$ cat src/rtl/instruction_fetch_unit.sv
// Instruction fetch unit: accepts a fetch address, issues one memory read per fetch
// and queues returned words with their addresses for decode.
module instruction_fetch_unit #(
    parameter int DEPTH = 4,
    parameter int CNT_W = 16
) (
    input  logic             Clock,
    input  logic             Reset,
    input  logic [31:0]      PC,
    input  logic             PC_Valid,
    output logic             PC_Stall,
    input  logic             Flush,
    output logic             Mem_Req,
    output logic [31:0]      Mem_Addr,
    input  logic             Mem_Ack,
    input  logic [31:0]      Mem_Data,
    output logic [31:0]      IR,
    output logic [31:0]      IR_PC,
    output logic             IR_Valid,
    input  logic             IR_Ready,
    output logic [CNT_W-1:0] Fetch_Count
);

    localparam int PTR_W = $clog2(DEPTH);

    typedef enum logic [1:0] {IDLE, REQ, DRAIN} fetchState_t;

    fetchState_t      state, nextState;
    logic [31:0]      addrReg;
    logic [31:0]      dataMem [DEPTH];
    logic [31:0]      pcMem   [DEPTH];
    logic [PTR_W-1:0] wrPtr, rdPtr;
    logic [PTR_W:0]   count;
    logic [31:0]      holdIr, holdPc;
    logic [CNT_W-1:0] fetchCount;
    logic             accept, push, pop, queueEmpty, queueFull;

    assign queueEmpty = (count == '0);
    assign queueFull  = (count == (PTR_W+1)'(DEPTH));
    assign PC_Stall   = Flush | (state != IDLE) | queueFull;
    assign accept     = PC_Valid & ~PC_Stall;
    // A flush discards the returning word and overrides any pop by decode.
    assign push       = (state == REQ) & Mem_Ack & ~Flush;
    assign pop        = ~queueEmpty & IR_Ready & ~Flush;

    assign Mem_Req     = (state != IDLE);
    assign Mem_Addr    = addrReg;
    assign IR_Valid    = ~queueEmpty;
    assign IR          = queueEmpty ? holdIr : dataMem[rdPtr];
    assign IR_PC       = queueEmpty ? holdPc : pcMem[rdPtr];
    assign Fetch_Count = fetchCount;

    always_ff @(posedge Clock or posedge Reset) begin
        if (Reset) state <= IDLE;
        else       state <= nextState;
    end

    // DRAIN keeps the request up until memory answers, since it cannot be withdrawn.
    always_comb begin
        nextState = state;
        case (state)
            IDLE:    if (accept) nextState = REQ;
            REQ: begin
                if (Mem_Ack)    nextState = IDLE;
                else if (Flush) nextState = DRAIN;
            end
            DRAIN:   if (Mem_Ack) nextState = IDLE;
            default: nextState = IDLE;
        endcase
    end

    always_ff @(posedge Clock or posedge Reset) begin
        if (Reset)       addrReg <= '0;
        else if (accept) addrReg <= PC;
    end

    always_ff @(posedge Clock or posedge Reset) begin
        if (Reset) begin
            wrPtr <= '0;
            rdPtr <= '0;
            count <= '0;
        end else if (Flush) begin
            wrPtr <= '0;
            rdPtr <= '0;
            count <= '0;
        end else begin
            if (push) wrPtr <= wrPtr + 1'b1;
            if (pop)  rdPtr <= rdPtr + 1'b1;
            if (push && !pop)      count <= count + 1'b1;
            else if (!push && pop) count <= count - 1'b1;
        end
    end

    always_ff @(posedge Clock) begin
        if (push) begin
            dataMem[wrPtr] <= Mem_Data;
            pcMem[wrPtr]   <= addrReg;
        end
    end

    // Snapshot of the head so IR/IR_PC keep their last value once the queue drains.
    always_ff @(posedge Clock or posedge Reset) begin
        if (Reset) begin
            holdIr <= '0;
            holdPc <= '0;
        end else if (!queueEmpty) begin
            holdIr <= dataMem[rdPtr];
            holdPc <= pcMem[rdPtr];
        end
    end

    always_ff @(posedge Clock or posedge Reset) begin
        if (Reset)    fetchCount <= '0;
        else if (pop) fetchCount <= fetchCount + 1'b1;
    end

endmodule
$ cat config.mk
export PLATFORM = sky130hd
export DESIGN_NAME = instruction_fetch_unit
export DESIGN_NICKNAME = d
export VERILOG_FILES = /design/src/rtl/instruction_fetch_unit.sv
export SDC_FILE = /design/constraint.sdc
export NUM_CORES = 1
export LEC_CHECK = 0
export CAP_MARGIN = 15
export CORE_MARGIN = 2
export CORE_UTILIZATION = 50
export CTS_BUF_LIST = sky130_fd_sc_hd__clkbuf_4 sky130_fd_sc_hd__clkbuf_8
export DETAILED_ROUTE_END_ITERATION = 7
export PLACE_DENSITY_LB_ADDON = 0.1
export SLEW_MARGIN = 20
export SYNTH_ARGS = -nofsm -noshare
export SYNTH_HDL_FRONTEND = slang
export SYNTH_SLANG_ARGS = --single-unit
$ cat constraint.sdc
create_clock -name Clock -period 4.55 [get_ports Clock]
set_clock_uncertainty 0.15 [all_clocks]
set_input_delay 0.91 -clock Clock [delete_from_list [all_inputs] [get_ports Clock]]
set_output_delay 0.91 -clock Clock [all_outputs]
set_load 0.01 [all_outputs]
==> impl_summary.md, run 1 <==
STA
Of the available clock period, the critical path in the final layout requires between 80% and 90%. The max-slew violation count is 0. Setup repair after global routing left no endpoint under its margin. The worst path needs 4.07 ns of the cycle, external delays included. Setup violations remaining at the end of the flow were counted as 0. The tightest hold path in the finished design has a slack of ~0.32 ns.

For the pin with the worst max-slew slack, the measured transition is 1.02 ns. The number of failing hold endpoints at the final stage was 0. The maximum clock rate is approximately 0.25 GHz. Adding up every negative setup slack in the final design gives 0 ns. Headroom to the max-slew limit came out at between 30% and 40%.

Min path
The hold path endpoint is Fetch_Count[15]$_DFFE_PP0P_. The cell depth of the worst min-delay path is 1. The min-delay analysis places its worst path in the category flip-flop to flip-flop. The worst hold path begins at Fetch_Count[15]$_DFFE_PP0P_.

Floorplan
The number of top-level pins is ~190. For this configuration, the core starts out at a cell density of 50.9%. The number of rows created at floorplan is 61. The die area is 0.0296 mm^2. The die width is 172 um. The core region is 0.0278 mm^2. The die is about 170 um tall.

GRT
The number of global-route vias before repair was around 7500. The number of antenna violations at the first check in global routing came to 0. Entering global routing, the biggest net connects 101 pins. After global routing the overflow that remains totals 0.

The first global-routing pass estimated 41500 um of wire. Global routing consumed, over all layers together, a little under a fifth of the routing resources.

Logic synthesis
By count the netlist is led by sky130_fd_sc_hd__edfxtp_1 (256), sky130_fd_sc_hd__dfrtp_1 (121), sky130_fd_sc_hd__mux4_2 (64). The library cell with the highest instance count after synthesis is sky130_fd_sc_hd__edfxtp_1. The number of distinct standard cells referenced by the synthesized netlist is 41. The cell taking the most area after synthesis is sky130_fd_sc_hd__edfxtp_1. The synthesized design contains 377 register bits. For this run, the leading register cell type out of synthesis is sky130_fd_sc_hd__edfxtp_1. The share of the Yosys chip area taken by registers is 75.8%. Dividing the synthesized area by the synthesized cell count gives 21.5 um^2. Yosys mapped a number of flops with a built-in enable equal to ~260. Counting every net in the synthesized netlist gives 735. The cell count after synthesis came out at 659. The number of warnings reported in the yosys synthesis log is 0.

The top cell type's share of synthesized area is about 54%. Sorting the synthesized cells by area gives the leading types as sky130_fd_sc_hd__edfxtp_1 (54%), sky130_fd_sc_hd__dfrtp_1 (21%), sky130_fd_sc_hd__mux4_2 (10%). The total standard cell area after synthesis is ~0.014 mm^2. The share of synthesized registers carrying an async set or reset is 32.1%.

Drt
The top layer used by detailed routing is met4. The initial detailed-routing violation count is 357. The wire length reported by the detailed router is about 27000 um. The wire length on met2 is about 13000 um. The number of vias in the routed layout is approximately 7000. For this run, the detailed router's first-pass iteration total came to 4. Once detail routing completed, the nets flagged for antenna violations numbered 0.

The mean routed wirelength per cell is ~20 um. The average vias per placed instance is 5.32. The DRC violation count after routing is 0. After detailed routing, the wire length on met1 is about 12000 um. The wire length on met3 is between 1000 and 1500 um.

Critical path
The highest net fanout along the worst path is 21. Among all stages on the critical path, the largest delay is contributed by sky130_fd_sc_hd__dfrtp_4. The critical path goes through buf_4, mux4_2, mux2_1, clkdlybuf4s50_1. The largest single stage delay on the critical path is approximately 0.7 ns. The number of buffers and inverters on the critical path is 2. The required time of the critical path is 3.49 ns. The path type of the worst setup path is flip-flop to output port. For the worst flop-to-flop path, the logic depth is 4. The type of destination of the critical path is an output port. Grouping stages by cell kind, the critical path spends the most delay in multiplexers. The end of the worst register-to-register path is dataMem[3][19]$_DFFE_PP_. STA classifies the critical path startpoint as a flip-flop. The worst endpoint data arrival time is ~3 ns. Setup slack on the worst reg-to-reg path comes out at 1.98 ns. The startpoint of the lowest-slack register-to-register path is state[0]$_DFFE_PP0P_.

Power and ir drop
For this design the static power due to leakage is about 6.4 nW. The overall power is approximately 11 mW. The power per cell area is about 640 mW/mm^2. IR analysis of the VDD net gives a maximum drop of 0.000670 V.

CTS
The cell at the root of the clock tree is sky130_fd_sc_hd__clkbuf_8. The clock insertion delay at the later pin of the skew report is a little under 0.6 ns. Counting along the longest clock path gives a buffer depth of 3. The clock tree from TritonCTS is built.

Buffers inserted during clock tree synthesis total between 50 and 60. In this run, post-CTS repair resized a total of 0 instances. The number of setup buffers added after CTS is 0. Hold repair after CTS inserted 0 buffers.

Clock tree synthesis found a total of roughly 380 sinks. The clock transition at the registers of the reported paths is 0.06 ns. The CTS H-tree depth is 2.

Placed design
Routability-driven placement finished with a final weighted congestion of around 0.76. Buffers placed on the I/O ports in this run total 184. The number of placed instances, taps included, is between 1000 and 1500.

The HPWL after detailed placement is 16600 um.

Finish
The layout cell share with drive strength beyond 1 is approximately 28%. The final layout contains 966 nets. From synthesis to final layout, the design area changed by 25.7%. The diode insertion count for antenna repair is 0.

The count of non-filler cells in the finished layout is around 1300.

Run status
The run finished with clean final reports.

Run
Across the run, the number of max-cap violations was 0.
## power breakdown
part	switching (mW)	internal, mW	total (mW)
Clock	1.22	1.68	2.91
Sequential	0.443	4.37	4.81
Combinational	1.51	2.19	3.70
Total	3.18	8.24	11.4
## kinds of logic after synthesis
| family | share of synthesized area (%) |
|---|---|
| and+or+nand+nor | 1.96 |
| AOI/OAI and AO/OA | 0.522 |
| xor gates and xnor gates | 1.18 |
| buffers and inverters | 1.19 |
| DFF | 75.8 |
| adders and majority gates | 0.584 |
| muxes | 18.8 |
## per-layer routing
metal / vias up / GRT usage (%)
met5: - / 0
met4: 0 / 6.50
met3: 56 / 3.59
met2: 217 / 30.9
met1: 3652 / 25.1
li1: 3077 / -
## worst max path at each step
stage                               startpoint  slack [ns]  cells past startpoint                          to
after floorplan                          Reset        0.28                      1  Fetch_Count[0]$_DFFE_PP0P_
after global placement                   Flush        0.93                      4    dataMem[2][16]$_DFFE_PP_
after detailed placement                 Flush        0.81                      4    dataMem[3][19]$_DFFE_PP_
after CTS                 rdPtr[0]$_DFFE_PP0P_        0.39                      4                    IR_PC[3]
after global routing      rdPtr[0]$_DFFE_PP0P_        0.30                      4                      IR[25]
final                     rdPtr[0]$_DFFE_PP0P_        0.48                      4                    IR_PC[3]
## layout by cell type (no fill, tap or decap), types with 2 or more instances in the layout
master	netlist	layout
sky130_fd_sc_hd__edfxtp_1	256	256
sky130_fd_sc_hd__clkinv_1	0	10
sky130_fd_sc_hd__xor2_1	7	7
sky130_fd_sc_hd__xnor2_1	12	12
sky130_fd_sc_hd__buf_4	0	8
sky130_fd_sc_hd__mux2_4	29	29
sky130_fd_sc_hd__buf_12	0	6
sky130_fd_sc_hd__dfrtp_4	0	2
sky130_fd_sc_hd__mux2_2	50	50
sky130_fd_sc_hd__nor3b_1	2	2
sky130_fd_sc_hd__bufinv_16	0	3
sky130_fd_sc_hd__mux2_1	18	18
sky130_fd_sc_hd__clkdlybuf4s50_1	0	184
sky130_fd_sc_hd__nand4_1	4	4
sky130_fd_sc_hd__nor3_1	2	2
sky130_fd_sc_hd__mux4_2	64	64
sky130_fd_sc_hd__and2_4	0	4
sky130_fd_sc_hd__nand3b_1	3	3
sky130_fd_sc_hd__nand2_1	9	9
sky130_fd_sc_hd__and4_1	2	2
sky130_fd_sc_hd__dfrtp_1	121	119
sky130_fd_sc_hd__nor2_1	10	10
sky130_fd_sc_hd__nand3_1	5	5
sky130_fd_sc_hd__inv_1	9	8
sky130_fd_sc_hd__clkbuf_4	0	26
sky130_fd_sc_hd__clkbuf_8	0	65
sky130_fd_sc_hd__ha_1	5	5
sky130_fd_sc_hd__clkinv_2	0	3
## sequential cells by signal (all words and copies together) (netlist names)
register     cells
Fetch_Count     16
Mem_Addr        32
count            3
dataMem        128
holdIr          32
holdPc          32
pcMem          128
rdPtr            2
state            2
wrPtr            2
## metrics by stage
stage | util [%] | instance area (um^2) | setup WS, ns
after floorplan | - | 14100 | 0.276
after global placement | 59.5 | 16500 | 0.934
after detailed placement | 59.5 | 16500 | 0.815
after CTS | 63.9 | 17800 | 0.387
after global routing | 63.9 | 17800 | 0.303
final | 63.9 | 17800 | 0.479
## cell type report
type | count | area [um^2]
Timing Repair Buffer | 198 | 2020
Sequential cell | 377 | 10700
Clock inverter | 17 | 150
Multi-Input combinational cell | 247 | 3270
Tap cell | 378 | 473
Clock buffer | 91 | 1090
Fill cell | 1929 | 10000
Inverter | 9 | 38.8
No activity file was read; power rests on OpenSTA's default activity.
==> run 2, diff against run 1 <==
--- a/config.mk
+++ b/config.mk
@@ -11,7 +11,6 @@
 export CTS_BUF_LIST = sky130_fd_sc_hd__clkbuf_4 sky130_fd_sc_hd__clkbuf_8
 export DETAILED_ROUTE_END_ITERATION = 7
 export PLACE_DENSITY_LB_ADDON = 0.1
-export SLEW_MARGIN = 20
 export SYNTH_ARGS = -nofsm -noshare
 export SYNTH_HDL_FRONTEND = slang
 export SYNTH_SLANG_ARGS = --single-unit
==> constraint.sdc (replaced) <==
create_clock -name Clock -period 3.33 [get_ports Clock]
set_clock_uncertainty 0.15 [all_clocks]
set_input_delay 0.666 -clock Clock [delete_from_list [all_inputs] [get_ports Clock]]
set_output_delay 0.666 -clock Clock [all_outputs]
set_load 0.01 [all_outputs]
==> run 2 against run 1 <==
  * First-iteration DRC count up 5.0%
  * Sequential share of layout area shrank 1.9 points
  * Sequential cell count unchanged
  * Via count rose by 3.2%
  * Final cell count is 3.2% higher
  * Clock power rose by 39%
  * Final area rose by 3.3%
  * Combinational power up 53%
  * Routed wire length up 7.5%
  * Core utilization up 2.1 points
  * Highest routed layer is now met5
==> impl_summary.md, run 2 (same netlist as run 1, synthesis figures left out) <==
Run status
The run finished with clean final reports.

Power and ir drop
The overall power was 16.2 mW (+42%). The highest ir drop seen on vdd is 0.000446 V (-33%). The power per cell area is 883 mW/mm^2 (+37%). The static power due to leakage is 6.83 nW (+7.6%).

Finish
The final net count is 1007 (+4.2%). The post-route cell area is 0.0184 mm^2 (+3.3%). The diode insertion count for antenna repair is 0 (unchanged). The count of non-filler cells in the finished layout was 1359 (+3.2%). The area growth from synthesis to layout is 29.9%. The final core utilization is 66.1% (+2.1 points). The largest registers in the layout are dataMem (128), pcMem (128). Leaving out fill and tap cells, the most frequent cells in the layout are sky130_fd_sc_hd__edfxtp_1 (256), sky130_fd_sc_hd__clkdlybuf4s50_1 (120), sky130_fd_sc_hd__dfrtp_1 (116). The layout cell share with drive strength beyond 1 was 38.8% (+11 points). The library cell used most frequently in the layout, excluding fill and tap cells, is sky130_fd_sc_hd__edfxtp_1.

STA
The final worst-path setup slack is 0.0746 ns (-0.405 ns). The accumulated negative setup slack is 0 ns (unchanged). The final-layout worst hold slack is 0.327 ns (+0.00443 ns). The maximum clock rate is 0.307 GHz. The headroom to the max-slew limit came to 49.1% (+17 points). Setup repair after global routing could not meet its margin everywhere. The final setup violation count was 0 (unchanged). The max-slew violation count is 0 (unchanged). Subtracting the final worst setup slack from the clock period gives approximately 3.3 ns. After layout, the worst path uses 97.8% of the clock period.

The worst-margin pin slew is 0.763 ns (-0.260 ns). The number of failing hold endpoints at the final stage is 0 (unchanged).

Critical path
The number of buffers and inverters on the critical path is 3 (+1). The type of destination of the critical path is an output port. The signal on the critical path passes through buf_4, buf_16, mux4_2, mux2_2, dlygate4sd2_1. The required time of the critical path was 2.51 ns (-0.98 ns). The timing endpoint of the critical path is IR_PC[1].

In this run the critical register-to-register path is launched from count[0]$_DFFE_PP0P_. Among cell families on the critical path, the largest total delay comes from multiplexers. The launching instance or port of the critical path is rdPtr[0]$_DFFE_PP0P_. The standard cell with the maximum stage delay on the critical path is sky130_fd_sc_hd__dfrtp_4. The path type of the worst setup path is flip-flop to output port.

The highest net fanout along the worst path was 7 (-67%). The worst endpoint data arrival time came to 2.44 ns (-0.57 ns). STA classifies the critical path startpoint as a flip-flop.

The number of cells on the worst reg-to-reg path is 8 (+4). The worst register-to-register path ends at count[2]$_DFFE_PP0P_. The reg2reg setup slack is 0.98 ns (-1.00 ns). The biggest cell delay along the critical path was 0.50 ns (-0.21 ns). The depth of the critical timing path with buffers and inverters included was 5 (+1).

GRT
The global-route wire length before repair is 45000 um (+8.4%). The overall global routing resource usage is 20.4% (+1.7 points). The sum of overflow across all layers after global routing is 0 (unchanged). The pin count of the biggest net entering global routing is 43 (-57%). The number of antenna violations at the first check in global routing is 1 (+1).

The number of global-route vias before repair was 7955 (+5.5%).

Placed design
The port buffer count was 184 (unchanged). The worst slack at placement is 0.329 ns (-0.486 ns). The post-placement cell area came to 0.0167 mm^2 (+1.1%). The HPWL after detailed placement is 17100 um (+3.2%). The placer congestion estimate is 0.765 (+0.46%). The number of cells in the design after placement is 1219 (+0.83%).

Floorplan
The number of rows created at floorplan is 61 (unchanged). The die width is 172 um (unchanged). The standard cell core area was 0.0278 mm^2 (unchanged). The number of top-level pins came to 185 (unchanged). The die area came to 0.0296 mm^2 (unchanged). The vertical die dimension is 172 um (unchanged). The initial standard-cell utilization of the core is 50.9% (unchanged).

Drt
The wire length reported by the detailed router is 29000 um (+7.5%). The initial detailed-routing violation count is 375 (+5.0%). The length of the first detailed-routing pass in iterations is 5 (+1). The average vias per placed instance is 5.32 (about the same). The mean routed wirelength per cell is 21.3 um (+4.1%). The number of routed nets with antenna violations is 0 (unchanged). The DRC violation count after routing is 0 (unchanged). The number of vias in the routed layout is 7229 (+3.2%).

CTS
The quantity of hold-fixing buffers added after cts is 0 (unchanged). The cell at the root of the clock tree is sky130_fd_sc_hd__clkbuf_8. The CTS H-tree depth is 2 (unchanged). The maximum buffer depth of the clock tree is 3 (unchanged). TritonCTS built the clock tree. The clock insertion delay at the later pin of the skew report is 0.59 ns (about the same).

The total clock buffers created by CTS is 59 (+3.5%). The clock transition at the registers of the reported paths is 0.06 ns (about the same). The total number of clock tree sinks is 377 (unchanged).

Run
The number of max-cap violations is 0 (unchanged).

Min path
The class of the tightest hold or removal check is flip-flop to flip-flop.
run 2: worst reg2reg max path: stages (launching register included):
cell and delay, ns:
sky130_fd_sc_hd__dfrtp_2 0.40, sky130_fd_sc_hd__buf_4 0.17, sky130_fd_sc_hd__o31ai_1 0.48, sky130_fd_sc_hd__nor2_1 0.12
sky130_fd_sc_hd__nor2b_1 0.17, sky130_fd_sc_hd__fa_1 0.27, sky130_fd_sc_hd__or3_1 0.14, sky130_fd_sc_hd__nand2_1 0.07
sky130_fd_sc_hd__a221oi_1 0.28
run 2: worst min-delay path by stage:
stage / from / endpoint / slack (ns) / depth (start not counted)
finish: Fetch_Count[15]$_DFFE_PP0P_ / Fetch_Count[15]$_DFFE_PP0P_ / 0.33 / 1
global route: holdIr[0]$_DFF_PP0_ / holdIr[0]$_DFF_PP0_ / 0.35 / 1
CTS: holdPc[15]$_DFF_PP0_ / holdPc[15]$_DFF_PP0_ / 0.33 / 1
global placement: holdPc[16]$_DFF_PP0_ / holdPc[16]$_DFF_PP0_ / 0.32 / 1
floorplan: state[1]$_DFFE_PP0P_ / state[0]$_DFFE_PP0P_ / 0.35 / 1
detailed placement: holdPc[15]$_DFF_PP0_ / holdPc[15]$_DFF_PP0_ / 0.32 / 1
run 2: area by class of cell:
class / instances / area, um^2
multi-input cells: 248 / 3400
inverters: 9 / 37.5
clock inverters: 13 / 116
fillers: 1944 / 9420
clock buffers: 98 / 1160
repair buffers: 236 / 2440
flip-flops and latches: 377 / 10700
well taps: 378 / 473
run 2: timing repair:
action                                  CTS  global route
setup buffers                            23             3
pin swaps                                 1             1
endpoints found under the setup margin   64            51
gates resized for setup                 270            32
cloned                                    6             0
run 2: routing by layer:
| metal | part of all wire, % | routed length, um | up-vias | track usage [%] |
|---|---|---|---|---|
| met5 | 0.055 | 16 | - | 0 |
| met4 | 1.4 | 400 | 2 | 5.52 |
| met3 | 5.0 | 1450 | 38 | 3.82 |
| met2 | 52 | 14900 | 217 | 34.6 |
| met1 | 42 | 12200 | 3802 | 27.4 |
| li1 | - | - | 3170 | - |
run 2: power by group:
group | total [mW] | switching [mW] | leakage (nW) | internal [mW]
Combinational | 5.66 | 2.38 | 2.41 | 3.27
Sequential | 6.52 | 0.543 | 3.75 | 5.97
Clock | 4.04 | 1.69 | 0.675 | 2.35
Total | 16.2 | 4.62 | 6.83 | 11.6
